`config.mk`:
```
export PLATFORM = sky130hd
export DESIGN_NAME = ysyx_22040759_axi_master
export DESIGN_NICKNAME = d
export VERILOG_FILES = /design/src/rtl/ysyx_22040759_axi_pkg.sv /design/src/rtl/ysyx_22040759_axi_align.sv /design/src/rtl/ysyx_22040759_axi_master.sv
export SDC_FILE = /design/constraint.sdc
export NUM_CORES = 1
export LEC_CHECK = 0
export BUFFER_PORTS_ARGS = -buffer_cell sky130_fd_sc_hd__buf_4
export CAP_MARGIN = 20
export CORE_AREA = 2 2 204 206
export DETAILED_ROUTE_END_ITERATION = 10
export DIE_AREA = 0 0 206 208
export GPL_ROUTABILITY_DRIVEN = 0
export PLACE_DENSITY_LB_ADDON = 0.08
export SLEW_MARGIN = 20
export SYNTH_ARGS = -nofsm -noshare
export SYNTH_HDL_FRONTEND = slang
export SYNTH_HIERARCHICAL = 1
export SYNTH_SLANG_ARGS = --single-unit
```
`constraint.sdc`:
```
create_clock -name clock -period 5.3 [get_ports clock]
set_input_delay 0.53 -clock clock [delete_from_list [all_inputs] [get_ports clock]]
set_output_delay 0.53 -clock clock [all_outputs]
set_load 0.01 [all_outputs]
```
`src/rtl/ysyx_22040759_axi_pkg.sv`:
```
// Shared definitions for the data-side AXI4 master: FSM encoding, AXI field constants
// and the access-size to byte-strobe / data-mask mappings.
package ysyx_22040759_axi_pkg;

    typedef enum logic [2:0] {
        S_IDLE    = 3'd0,
        S_RD_ADDR = 3'd1,
        S_RD_DATA = 3'd2,
        S_WR_REQ  = 3'd3,
        S_WR_RESP = 3'd4,
        S_DONE    = 3'd5
    } state_t;

    localparam logic [1:0] AXI_BURST_INCR = 2'b01;
    localparam logic [1:0] AXI_RESP_OKAY  = 2'b00;

    function automatic logic [7:0] size_to_strb(input logic [1:0] size);
        case (size)
            2'b00:   return 8'h01;
            2'b01:   return 8'h03;
            2'b10:   return 8'h0F;
            default: return 8'hFF;
        endcase
    endfunction

    function automatic logic [63:0] size_to_mask(input logic [1:0] size);
        case (size)
            2'b00:   return 64'h0000_0000_0000_00FF;
            2'b01:   return 64'h0000_0000_0000_FFFF;
            2'b10:   return 64'h0000_0000_FFFF_FFFF;
            default: return 64'hFFFF_FFFF_FFFF_FFFF;
        endcase
    endfunction

endpackage

```
`src/rtl/ysyx_22040759_axi_align.sv`:
```
// Combinational lane steering: write strobe/data shifted up to the byte lane of addr[2:0],
// read data shifted down to bit 0 and masked to the access size.
module ysyx_22040759_axi_align
    import ysyx_22040759_axi_pkg::*;
(
    input  logic [2:0]  i_addr_lo,
    input  logic [1:0]  i_size,
    input  logic [63:0] i_wdata,
    input  logic [63:0] i_rdata,
    output logic [7:0]  o_wstrb,
    output logic [63:0] o_wdata,
    output logic [63:0] o_rdata
);

    logic [5:0] w_shamt;

    assign w_shamt = {i_addr_lo, 3'b000};
    // Strobe bits shifted past lane 7 fall off: accesses crossing 8 bytes are unsupported.
    assign o_wstrb = size_to_strb(i_size) << i_addr_lo;
    assign o_wdata = i_wdata << w_shamt;
    assign o_rdata = (i_rdata >> w_shamt) & size_to_mask(i_size);

endmodule

```
`src/rtl/ysyx_22040759_axi_master.sv`:
```
// Single-outstanding AXI4 master bridging the MEM-stage read/write request channels.
// Optional response checking is enabled with `define YSYX_22040759_AXI_RESP_CHECK_EN.
module ysyx_22040759_axi_master
    import ysyx_22040759_axi_pkg::*;
#(
    parameter logic [3:0] AXI_ID     = 4'd1,
    parameter int         AXI_ADDR_W = 32
) (
    input  logic                  clock,
    input  logic                  reset,

    input  logic                  mem_rd_addr_valid_i,
    input  logic [63:0]           mem_rd_addr_i,
    input  logic [1:0]            mem_rd_size_i,
    output logic                  mem_rd_data_valid_o,
    output logic [63:0]           mem_rd_data_o,

    input  logic                  mem_wr_addr_valid_i,
    input  logic [63:0]           mem_wr_addr_i,
    input  logic [63:0]           mem_wr_data_i,
    input  logic [1:0]            mem_wr_size_i,
    output logic                  mem_wr_data_valid_o,

    output logic                  mem_bus_err_o,

    output logic                  axi_arvalid_o,
    output logic [AXI_ADDR_W-1:0] axi_araddr_o,
    output logic [3:0]            axi_arid_o,
    output logic [7:0]            axi_arlen_o,
    output logic [2:0]            axi_arsize_o,
    output logic [1:0]            axi_arburst_o,
    input  logic                  axi_arready_i,

    input  logic                  axi_rvalid_i,
    input  logic [63:0]           axi_rdata_i,
    input  logic [1:0]            axi_rresp_i,
    input  logic                  axi_rlast_i,
    input  logic [3:0]            axi_rid_i,
    output logic                  axi_rready_o,

    output logic                  axi_awvalid_o,
    output logic [AXI_ADDR_W-1:0] axi_awaddr_o,
    output logic [3:0]            axi_awid_o,
    output logic [7:0]            axi_awlen_o,
    output logic [2:0]            axi_awsize_o,
    output logic [1:0]            axi_awburst_o,
    input  logic                  axi_awready_i,

    output logic                  axi_wvalid_o,
    output logic [63:0]           axi_wdata_o,
    output logic [7:0]            axi_wstrb_o,
    output logic                  axi_wlast_o,
    input  logic                  axi_wready_i,

    input  logic                  axi_bvalid_i,
    input  logic [1:0]            axi_bresp_i,
    input  logic [3:0]            axi_bid_i,
    output logic                  axi_bready_o
);

    state_t                r_state;
    state_t                w_state_nxt;
    logic                  r_arvalid, r_rready, r_awvalid, r_wvalid, r_bready;
    logic                  r_rd_done, r_wr_done, r_bus_err;
    logic                  w_arvalid_nxt, w_rready_nxt, w_awvalid_nxt, w_wvalid_nxt, w_bready_nxt;
    logic                  w_rd_done_nxt, w_wr_done_nxt;
    logic [AXI_ADDR_W-1:0] r_addr;
    logic [1:0]            r_size;
    logic [63:0]           r_wdata;
    logic [7:0]            r_wstrb;
    logic [63:0]           r_rd_data;
    logic                  w_aw_pend, w_w_pend, w_rd_hs, w_b_hs;
    logic [2:0]            w_al_addr;
    logic [1:0]            w_al_size;
    logic [7:0]            w_al_wstrb;
    logic [63:0]           w_al_wdata, w_al_rdata;

    assign w_aw_pend = r_awvalid & ~axi_awready_i;
    assign w_w_pend  = r_wvalid & ~axi_wready_i;
    assign w_rd_hs   = r_rready & axi_rvalid_i;
    assign w_b_hs    = r_bready & axi_bvalid_i;

    // In IDLE the aligner prepares the incoming write; afterwards it serves the latched request.
    assign w_al_addr = (r_state == S_IDLE) ? mem_wr_addr_i[2:0] : r_addr[2:0];
    assign w_al_size = (r_state == S_IDLE) ? mem_wr_size_i      : r_size;

    ysyx_22040759_axi_align u_align (
        .i_addr_lo (w_al_addr),
        .i_size    (w_al_size),
        .i_wdata   (mem_wr_data_i),
        .i_rdata   (axi_rdata_i),
        .o_wstrb   (w_al_wstrb),
        .o_wdata   (w_al_wdata),
        .o_rdata   (w_al_rdata)
    );

    always_ff @(posedge clock or posedge reset) begin
        if (reset) r_state <= S_IDLE;
        else       r_state <= w_state_nxt;
    end

    always_comb begin
        w_state_nxt = r_state;
        case (r_state)
            S_IDLE: begin
                if (mem_wr_addr_valid_i)      w_state_nxt = S_WR_REQ;
                else if (mem_rd_addr_valid_i) w_state_nxt = S_RD_ADDR;
            end
            S_RD_ADDR: if (r_arvalid && axi_arready_i) w_state_nxt = S_RD_DATA;
            S_RD_DATA: if (w_rd_hs)                    w_state_nxt = S_DONE;
            S_WR_REQ:  if (!w_aw_pend && !w_w_pend)    w_state_nxt = S_WR_RESP;
            S_WR_RESP: if (w_b_hs)                     w_state_nxt = S_DONE;
            default:                                   w_state_nxt = S_IDLE;
        endcase
    end

    // Next-cycle values for the registered handshake outputs.
    always_comb begin
        w_arvalid_nxt = (w_state_nxt == S_RD_ADDR);
        w_rready_nxt  = (w_state_nxt == S_RD_DATA);
        w_bready_nxt  = (w_state_nxt == S_WR_RESP);
        w_rd_done_nxt = (r_state == S_RD_DATA) && (w_state_nxt == S_DONE);
        w_wr_done_nxt = (r_state == S_WR_RESP) && (w_state_nxt == S_DONE);
        w_awvalid_nxt = 1'b0;
        w_wvalid_nxt  = 1'b0;
        if ((r_state == S_IDLE) && (w_state_nxt == S_WR_REQ)) begin
            w_awvalid_nxt = 1'b1;
            w_wvalid_nxt  = 1'b1;
        end else if (r_state == S_WR_REQ) begin
            w_awvalid_nxt = w_aw_pend;
            w_wvalid_nxt  = w_w_pend;
        end
    end

    always_ff @(posedge clock or posedge reset) begin
        if (reset) begin
            r_arvalid <= 1'b0;
            r_rready  <= 1'b0;
            r_awvalid <= 1'b0;
            r_wvalid  <= 1'b0;
            r_bready  <= 1'b0;
            r_rd_done <= 1'b0;
            r_wr_done <= 1'b0;
            r_rd_data <= 64'd0;
        end else begin
            r_arvalid <= w_arvalid_nxt;
            r_rready  <= w_rready_nxt;
            r_awvalid <= w_awvalid_nxt;
            r_wvalid  <= w_wvalid_nxt;
            r_bready  <= w_bready_nxt;
            r_rd_done <= w_rd_done_nxt;
            r_wr_done <= w_wr_done_nxt;
            if (w_rd_hs) r_rd_data <= w_al_rdata;
        end
    end

    always_ff @(posedge clock) begin
        if (r_state == S_IDLE) begin
            if (mem_wr_addr_valid_i) begin
                r_addr  <= mem_wr_addr_i[AXI_ADDR_W-1:0];
                r_size  <= mem_wr_size_i;
                r_wdata <= w_al_wdata;
                r_wstrb <= w_al_wstrb;
            end else if (mem_rd_addr_valid_i) begin
                r_addr  <= mem_rd_addr_i[AXI_ADDR_W-1:0];
                r_size  <= mem_rd_size_i;
            end
        end
    end

`ifdef YSYX_22040759_AXI_RESP_CHECK_EN
    always_ff @(posedge clock or posedge reset) begin
        if (reset) begin
            r_bus_err <= 1'b0;
        end else if ((w_rd_hs && ((axi_rresp_i != AXI_RESP_OKAY) || (axi_rid_i != AXI_ID))) ||
                     (w_b_hs  && ((axi_bresp_i != AXI_RESP_OKAY) || (axi_bid_i != AXI_ID)))) begin
            r_bus_err <= 1'b1;
        end
    end

    logic w_unused;
    assign w_unused = ^{mem_rd_addr_i, mem_wr_addr_i, axi_rlast_i};
`else
    assign r_bus_err = 1'b0;

    logic w_unused;
    assign w_unused = ^{mem_rd_addr_i, mem_wr_addr_i, axi_rlast_i,
                        axi_rresp_i, axi_rid_i, axi_bresp_i, axi_bid_i};
`endif

    assign mem_rd_data_valid_o = r_rd_done;
    assign mem_rd_data_o       = r_rd_data;
    assign mem_wr_data_valid_o = r_wr_done;
    assign mem_bus_err_o       = r_bus_err;

    assign axi_arvalid_o = r_arvalid;
    assign axi_araddr_o  = r_addr;
    assign axi_arid_o    = AXI_ID;
    assign axi_arlen_o   = 8'd0;
    assign axi_arsize_o  = {1'b0, r_size};
    assign axi_arburst_o = AXI_BURST_INCR;
    assign axi_rready_o  = r_rready;

    assign axi_awvalid_o = r_awvalid;
    assign axi_awaddr_o  = r_addr;
    assign axi_awid_o    = AXI_ID;
    assign axi_awlen_o   = 8'd0;
    assign axi_awsize_o  = {1'b0, r_size};
    assign axi_awburst_o = AXI_BURST_INCR;

    assign axi_wvalid_o  = r_wvalid;
    assign axi_wdata_o   = r_wdata;
    assign axi_wstrb_o   = r_wstrb;
    assign axi_wlast_o   = 1'b1;

    assign axi_bready_o  = r_bready;

endmodule
```
; ---- Yosys cells after proc, flatten, opt, wreduce, memory -nomap -nowiden
; Index checks and enable logic that the tools add are counted.
[op_classes]
bitwise = 7
eq_ne = 11
muxes = 19
reduce_logical = 12
shift = 3
[op_table]
columns = op, n
row1 = $pmux 64 s3, 1
row2 = $and 64x64->64, 1
row3 = $mux 32, 2
row4 = $shl 64x6->64, 1
row5 = $shr 64x6->64, 1
row6 = $pmux 8 s3, 1
row7 = $mux 3, 7
row8 = $pmux 3 s5, 1
row9 = $eq 3x2->1 const B, 4
row10 = $eq 3x3->1 const B, 3
row11 = $shl 8x3->8, 1
row12 = $eq 3x1->1 const B, 2
row13 = $mux 2, 3
row14 = $logic_and 1x1->1, 5
row15 = $and 1x1->1, 4
row16 = $mux 1, 4
row17 = $reduce_and 2->1, 2
row18 = $logic_not 3->1, 1
row19 = $eq 2x1->1 const B, 1
row20 = $eq 2x2->1 const B, 1
row21 = $logic_not 1->1, 2
row22 = $logic_not 2->1, 1
row23 = $not 1->1, 2
row24 = $reduce_bool 2->1, 1
[totals]
reg_bits = 180
out_inout_bits = 243
input_bits = 282
word_cells = 65

; ---- Logic depth before layout (Yosys ltp)
[depth]
word_depth = 9
ltp_mapped = 9
depth_no_buf = 6

; ---- By module
; Netlist, hierarchy kept.
[modules_own_cells]
columns = mod, cells_each, n_inst, seq_area_each_um2, area_each_um2
row1 = ysyx_22040759_axi_master, 391, 1, 5034.8, 6946.7
row2 = ysyx_22040759_axi_align, 483, 1, 0.0, 3495.9

; ---- Worst setup path after synthesis
; OpenSTA, ideal clock, no wires.
[synth_path]
path_type = input to register
startpoint = in mem_wr_addr_valid_i
endpoint = reg r_wdata[0] (netlist: axi_wdata_o[0]), enable pin
arrival_ns = 2.350
path_buffers = 1
path_slack_ns = 2.524
cell_stages = 3
cell_sequence = clkbuf_1 nand3b_1 inv_1
[synth_via]
elab_chain_cells = 1
[synth_lines]
columns = element, line_no
row1 = "start, declared", ysyx_22040759_axi_master.sv:18  ; input logic mem_wr_addr_valid_i,
row2 = $reduce_and 2->1 (no line), -
row3 = "end signal, assigned", ysyx_22040759_axi_master.sv:162  ; r_wdata <= w_al_wdata;
row4 = "end, declared", ysyx_22040759_axi_master.sv:69  ; logic [63:0] r_wdata;
; No other way between the ends.
; A chain may end at the register's enable or synchronous reset.

; ---- Worst setup path after layout
[layout_path]
startpoint = reg r_state[2]
endpoint = reg r_rd_data[9] (netlist: mem_rd_data_o[9])
[layout_via]
word_cells_on_any_way = 9
cone_classes = eq/ne (2) / shift (1) / mux (3) / bitwise (1) / reduce/logical (2)
[layout_lines]
columns = element, line_no
row1 = "start, declared", ysyx_22040759_axi_master.sv:61  ; state_t r_state;
row2 = "start signal, assigned", ysyx_22040759_axi_master.sv:99  ; else r_state <= w_state_nxt;
row3 = $logic_not 3->1, ysyx_22040759_axi_master.sv:84  ; assign w_al_addr = (r_state == S_IDLE) ? mem_wr_addr_i[2:0] : r_addr[2:0];
row4 = $mux 3, ysyx_22040759_axi_master.sv:84
row5 = named net w_al_addr[2], ysyx_22040759_axi_master.sv:73  ; logic [2:0] w_al_addr;
row6 = $shr 64x6->64, ysyx_22040759_axi_align.sv:21  ; assign o_rdata = (i_rdata >> w_shamt) & size_to_mask(i_size);
row7 = $and 64x64->64, ysyx_22040759_axi_align.sv:21
row8 = named net w_al_rdata[9], ysyx_22040759_axi_master.sv:76  ; logic [63:0] w_al_wdata, w_al_rdata;
row9 = "end signal, assigned", ysyx_22040759_axi_master.sv:153  ; if (w_rd_hs) r_rd_data <= w_al_rdata;
row10 = "end, declared", ysyx_22040759_axi_master.sv:71  ; logic [63:0] r_rd_data;
; The timed path passes the listed nets, and every way through them passes these cells.

==> parameters.txt <==
Parameter                              Value

Run status
  Result of the run    finished, final reports clean

Drt
  Detailed-router iteration count before antenna repair    5
  Routed via count divided by cell count    approximately 4.7
  Number of vias after detailed routing    just over 8,000
  Detailed Route Iter0 Violations    between 400 and 500
  Post-detailed-route wirelength per cell    roughly 23 µm
  Post-route DRC violation count    0
  Wire length after detailed routing    about 40 mm
  Post-route ant nets    0

Clocking
  CTS resizes    0
  Number of post-CTS setup repair buffers    0
  Clock-pin slew reported for the worst setup and hold paths after clock tree synthesis    ~80 ps
  CTS sink cnt    between 150 and 200
  TritonCTS buffer count    17
  CTS tree    built
  Clock Root Buffer    clkbuf_16
  Hold buffers post-CTS    0
  Depth of the CTS H-tree    4
  Maximum buffer depth of the clock tree    2
  Clock latency at the later pin of the worst-skew pair    450 ps

Worst setup path
  Standard cell with the maximum stage delay on the critical path    mux2_2
  Worst stage delay on the critical path    820 ps
  Data required time at the worst endpoint    roughly 5600 ps
  Buffers and inverters on the worst path    1
  Most common cell type on the critical path    mux2_2
  Crit path max fanout    29
  FF-to-FF setup slack    roughly 1800 ps
  WP data arrival    3890 ps
  Worst Setup Path Type    flip-flop to flip-flop
  Capturing element type of the critical path    flip-flop
  Critical Path Start Type    flip-flop
  Worst path cell trace    nor3_2 > mux2_2 > buf_4 > or2b_4 > o22ai_1 > a211oi_1 > mux2_2
  Worst path top cell family by delay    multiplexers

Power
  IR drop worst, VDD    0.000253 V
  Power Density    approximately 540 nW/µm²
  Leakage    6.26 nW
  Power, Total    about 0.0077 W

Floorplan
  Core Box Area    slightly above 40,000 µm²
  Vertical die dimension    approximately 210 µm
  Num ports    525
  Die ar.    between 40,000 and 50,000 µm²
  Placement Rows    74
  Die width    206 µm
  Starting density of the core    between 20% and 30%

Global route
  Global-route usage over all layers    approximately 18%
  Number of global-route vias before repair    roughly 8,500
  Initial antenna violation count    3
  Largest net degree at the start of global routing    95
  Total global routing overflow    0
  Global-route wire length before repair    between 50 and 60 mm

STA
  Final cycle utilization of the critical path    between 60% and 70%
  Post-route minimum period    3550 ps
  Slew at the pin closest to its max-slew limit    around 1100 ps
  Max-slew headroom    approximately 28%
  Unrepaired setup endpoints after global routing    false
  Number of endpoints failing setup at the final stage    0
  Achievable frequency    roughly 280 MHz
  Worst Clk Skew    8.62 ps
  Total count of max-transition violations in the final report    0
  Hold Vio Cnt, Final    0
  Total Neg Setup Slack    0 ps

Synthesis
  Number of distinct library cells after synthesis    58
  Post-synth design cell area    10,400 µm²
  Synth Area in Adders    0%
  Dominant combinational cell family by area after synthesis    multiplexers
  EDFF count, synth    106
  Compound-gate portion of the synthesized area    10.5%
  Xor/xnor share of the synthesized area    0%
  Yosys reg bits    180
  Syn Area/Cell    approximately 12 µm²
  Most used flip-flop cell after synthesis    edfxtp_1
  Register area share after synthesis    roughly half
  FFs w/ async S/R, synth    around two fifths
  Multiplexer share of the synthesized area    23.1%
  Warnings from Yosys    6
  Gate count after technology mapping    about 870
  Area fraction in and, or, nand and nor cells after synthesis    9.05%

Placement
  Estimated wirelength of the detail-placed design    30.0 mm
  Count of input and output buffers    a little over 400

Min path
  Type of the most critical hold path    primary input to async pin

Layout
  Area of the multi-input gates    about 4600 µm²
  Number of inserted filler cells in the final layout    between 4,000 and 5,000
  Total Nets Final    around 1,500
  Growth of design area from synthesis to finish    35.1%
  Fraction of final layout cells sized beyond drive strength 1    ~53%
  Reg area    roughly 5000 µm²

Flow run
  Number of max-cap violations    0
==> stage by stage <==
stage	utilization [%]	worst slack, ps	instances	instance area, µm²	hold slack [ps]
6_report	34.8	1750	1766	14100	91.1
5_1_grt	34.8	1480	1766	14100	97.7
4_1_cts	34.8	1700	1765	14100	82.3
3_5_place_dp	33.4	1710	1733	13500	494
3_3_place_gp	33.4	1700	1733	13500	490
2_1_floorplan	-	2520	904	10600	550
==> path summary, 6_finish.rpt <==
| path | from | endpoint | cells after the start |
|---|---|---|---|
| max | r_state[2] | mem_rd_data_o[9] | 7 |
| min | reset | mem_rd_data_o[57] | 2 |
| max in group asynchronous | reset | mem_rd_data_o[47] | 3 |
| min in group clock | axi_rvalid_i | mem_rd_data_valid_o | 3 |
| max reg2reg | r_state[2] | mem_rd_data_o[9] | 7 |
| min reg2reg | mem_rd_data_o[6] | mem_rd_data_o[6] | 1 |
==> cell families (layout without fill, tap and decap cells) <==
| group | after synthesis | count (layout) |
|---|---|---|
| compound gates | 150 | 150 |
| buf+inv | 136 | 465 |
| flops | 180 | 180 |
| mux | 217 | 217 |
| other cells | 2 | 33 |
| simple gates | 189 | 189 |
==> synth_stat cells, types with 2 or more instances <==
cell       number  area (µm²)
a221oi_1        7        61.3
buf_4          72         541
a21oi_1        12        60.1
edfxtp_1      106        3180
or2_2           2        12.5
buf_6          12         135
o22ai_1        40         250
o21a_1          3        22.5
nand3b_1        2        15.0
o221ai_1        6        52.6
a22oi_1        23         173
nor3_2          2        20.0
nor3b_1         2        15.0
a221oi_2        4        60.1
mux2_4          6        90.1
o2bb2ai_1       7        61.3
mux2i_1        47         470
nor3_1         22         110
conb_1          2        7.51
o31ai_1         8        60.1
o21ai_0        12        60.1
clkbuf_1       13        48.8
nor2_1         84         315
mux2_2        164        1850
nand2b_1        4        25.0
and2_1         17         106
nand2_1        28         105
a31o_1          8        70.1
nor2b_1        10        62.6
buf_2          27         135
a211oi_1       11        82.6
a21o_1          3        22.5
buf_12          3        60.1
nand3_1         2        10.0
dfrtp_1        74        1850
nor2_2          2        12.5
inv_1           5        18.8
clkbuf_2        2        10.0
==> registers in the layout, summed over array words and instances (netlist names), 2 cells and up <==
signal	flops
mem_rd_data_o	64
axi_araddr_o	32
axi_wstrb_o	8
r_size	2
r_state	3
axi_wdata_o	64
==> area by class of cell <==
type / instances / area share [%]
Inverter: 6 / 0.177
Clock buffer: 23 / 3.62
Multi-Input combinational cell: 588 / 32.6
Tap cell: 532 / 4.72
Timing Repair Buffer: 427 / 22.7
Antenna cell: 1 / 0.0177
Clock inverter: 9 / 0.461
Sequential cell: 180 / 35.7
==> routing by layer <==
| layer | track usage, % | part of all wire, % | up-vias |
|---|---|---|---|
| met2 | 31.3 | 49 | 291 |
| li1 | - | - | 3851 |
| met4 | 4.68 | 1.4 | 4 |
| met5 | 0 | 0.062 | - |
| met1 | 22.6 | 41 | 4066 |
| met3 | 5.91 | 7.9 | 32 |
==> power breakdown <==
part / total, W / internal (W) / switching (W)
combinational: 0.00407 / 0.00177 / 0.00231
clock: 0.00128 / 0.000685 / 0.000594
sequential: 0.00233 / 0.00210 / 0.000228
total: 0.00768 / 0.00455 / 0.00313
==> placed cells by master, fill, tap and decap left out, types with 3 or more instances in the layout <==
master / n
a211oi_1: 11
a21o_1: 3
a21oi_1: 12
a221oi_1: 7
a221oi_2: 4
a22oi_1: 23
a31o_1: 8
and2_1: 17
buf_4: 427
clkbuf_16: 19
clkinv_2: 4
clkinv_4: 3
conb_1: 32
dfrtp_1: 74
edfxtp_1: 106
inv_1: 3
mux2_2: 162
mux2_4: 7
mux2i_1: 47
nand2_1: 27
nand2b_1: 3
nor2_1: 84
nor2b_1: 10
nor3_1: 22
o21a_1: 3
o21ai_0: 12
o221ai_1: 6
o22ai_1: 40
o2bb2ai_1: 7
o31ai_1: 8
(Power assumes the default switching activity.)
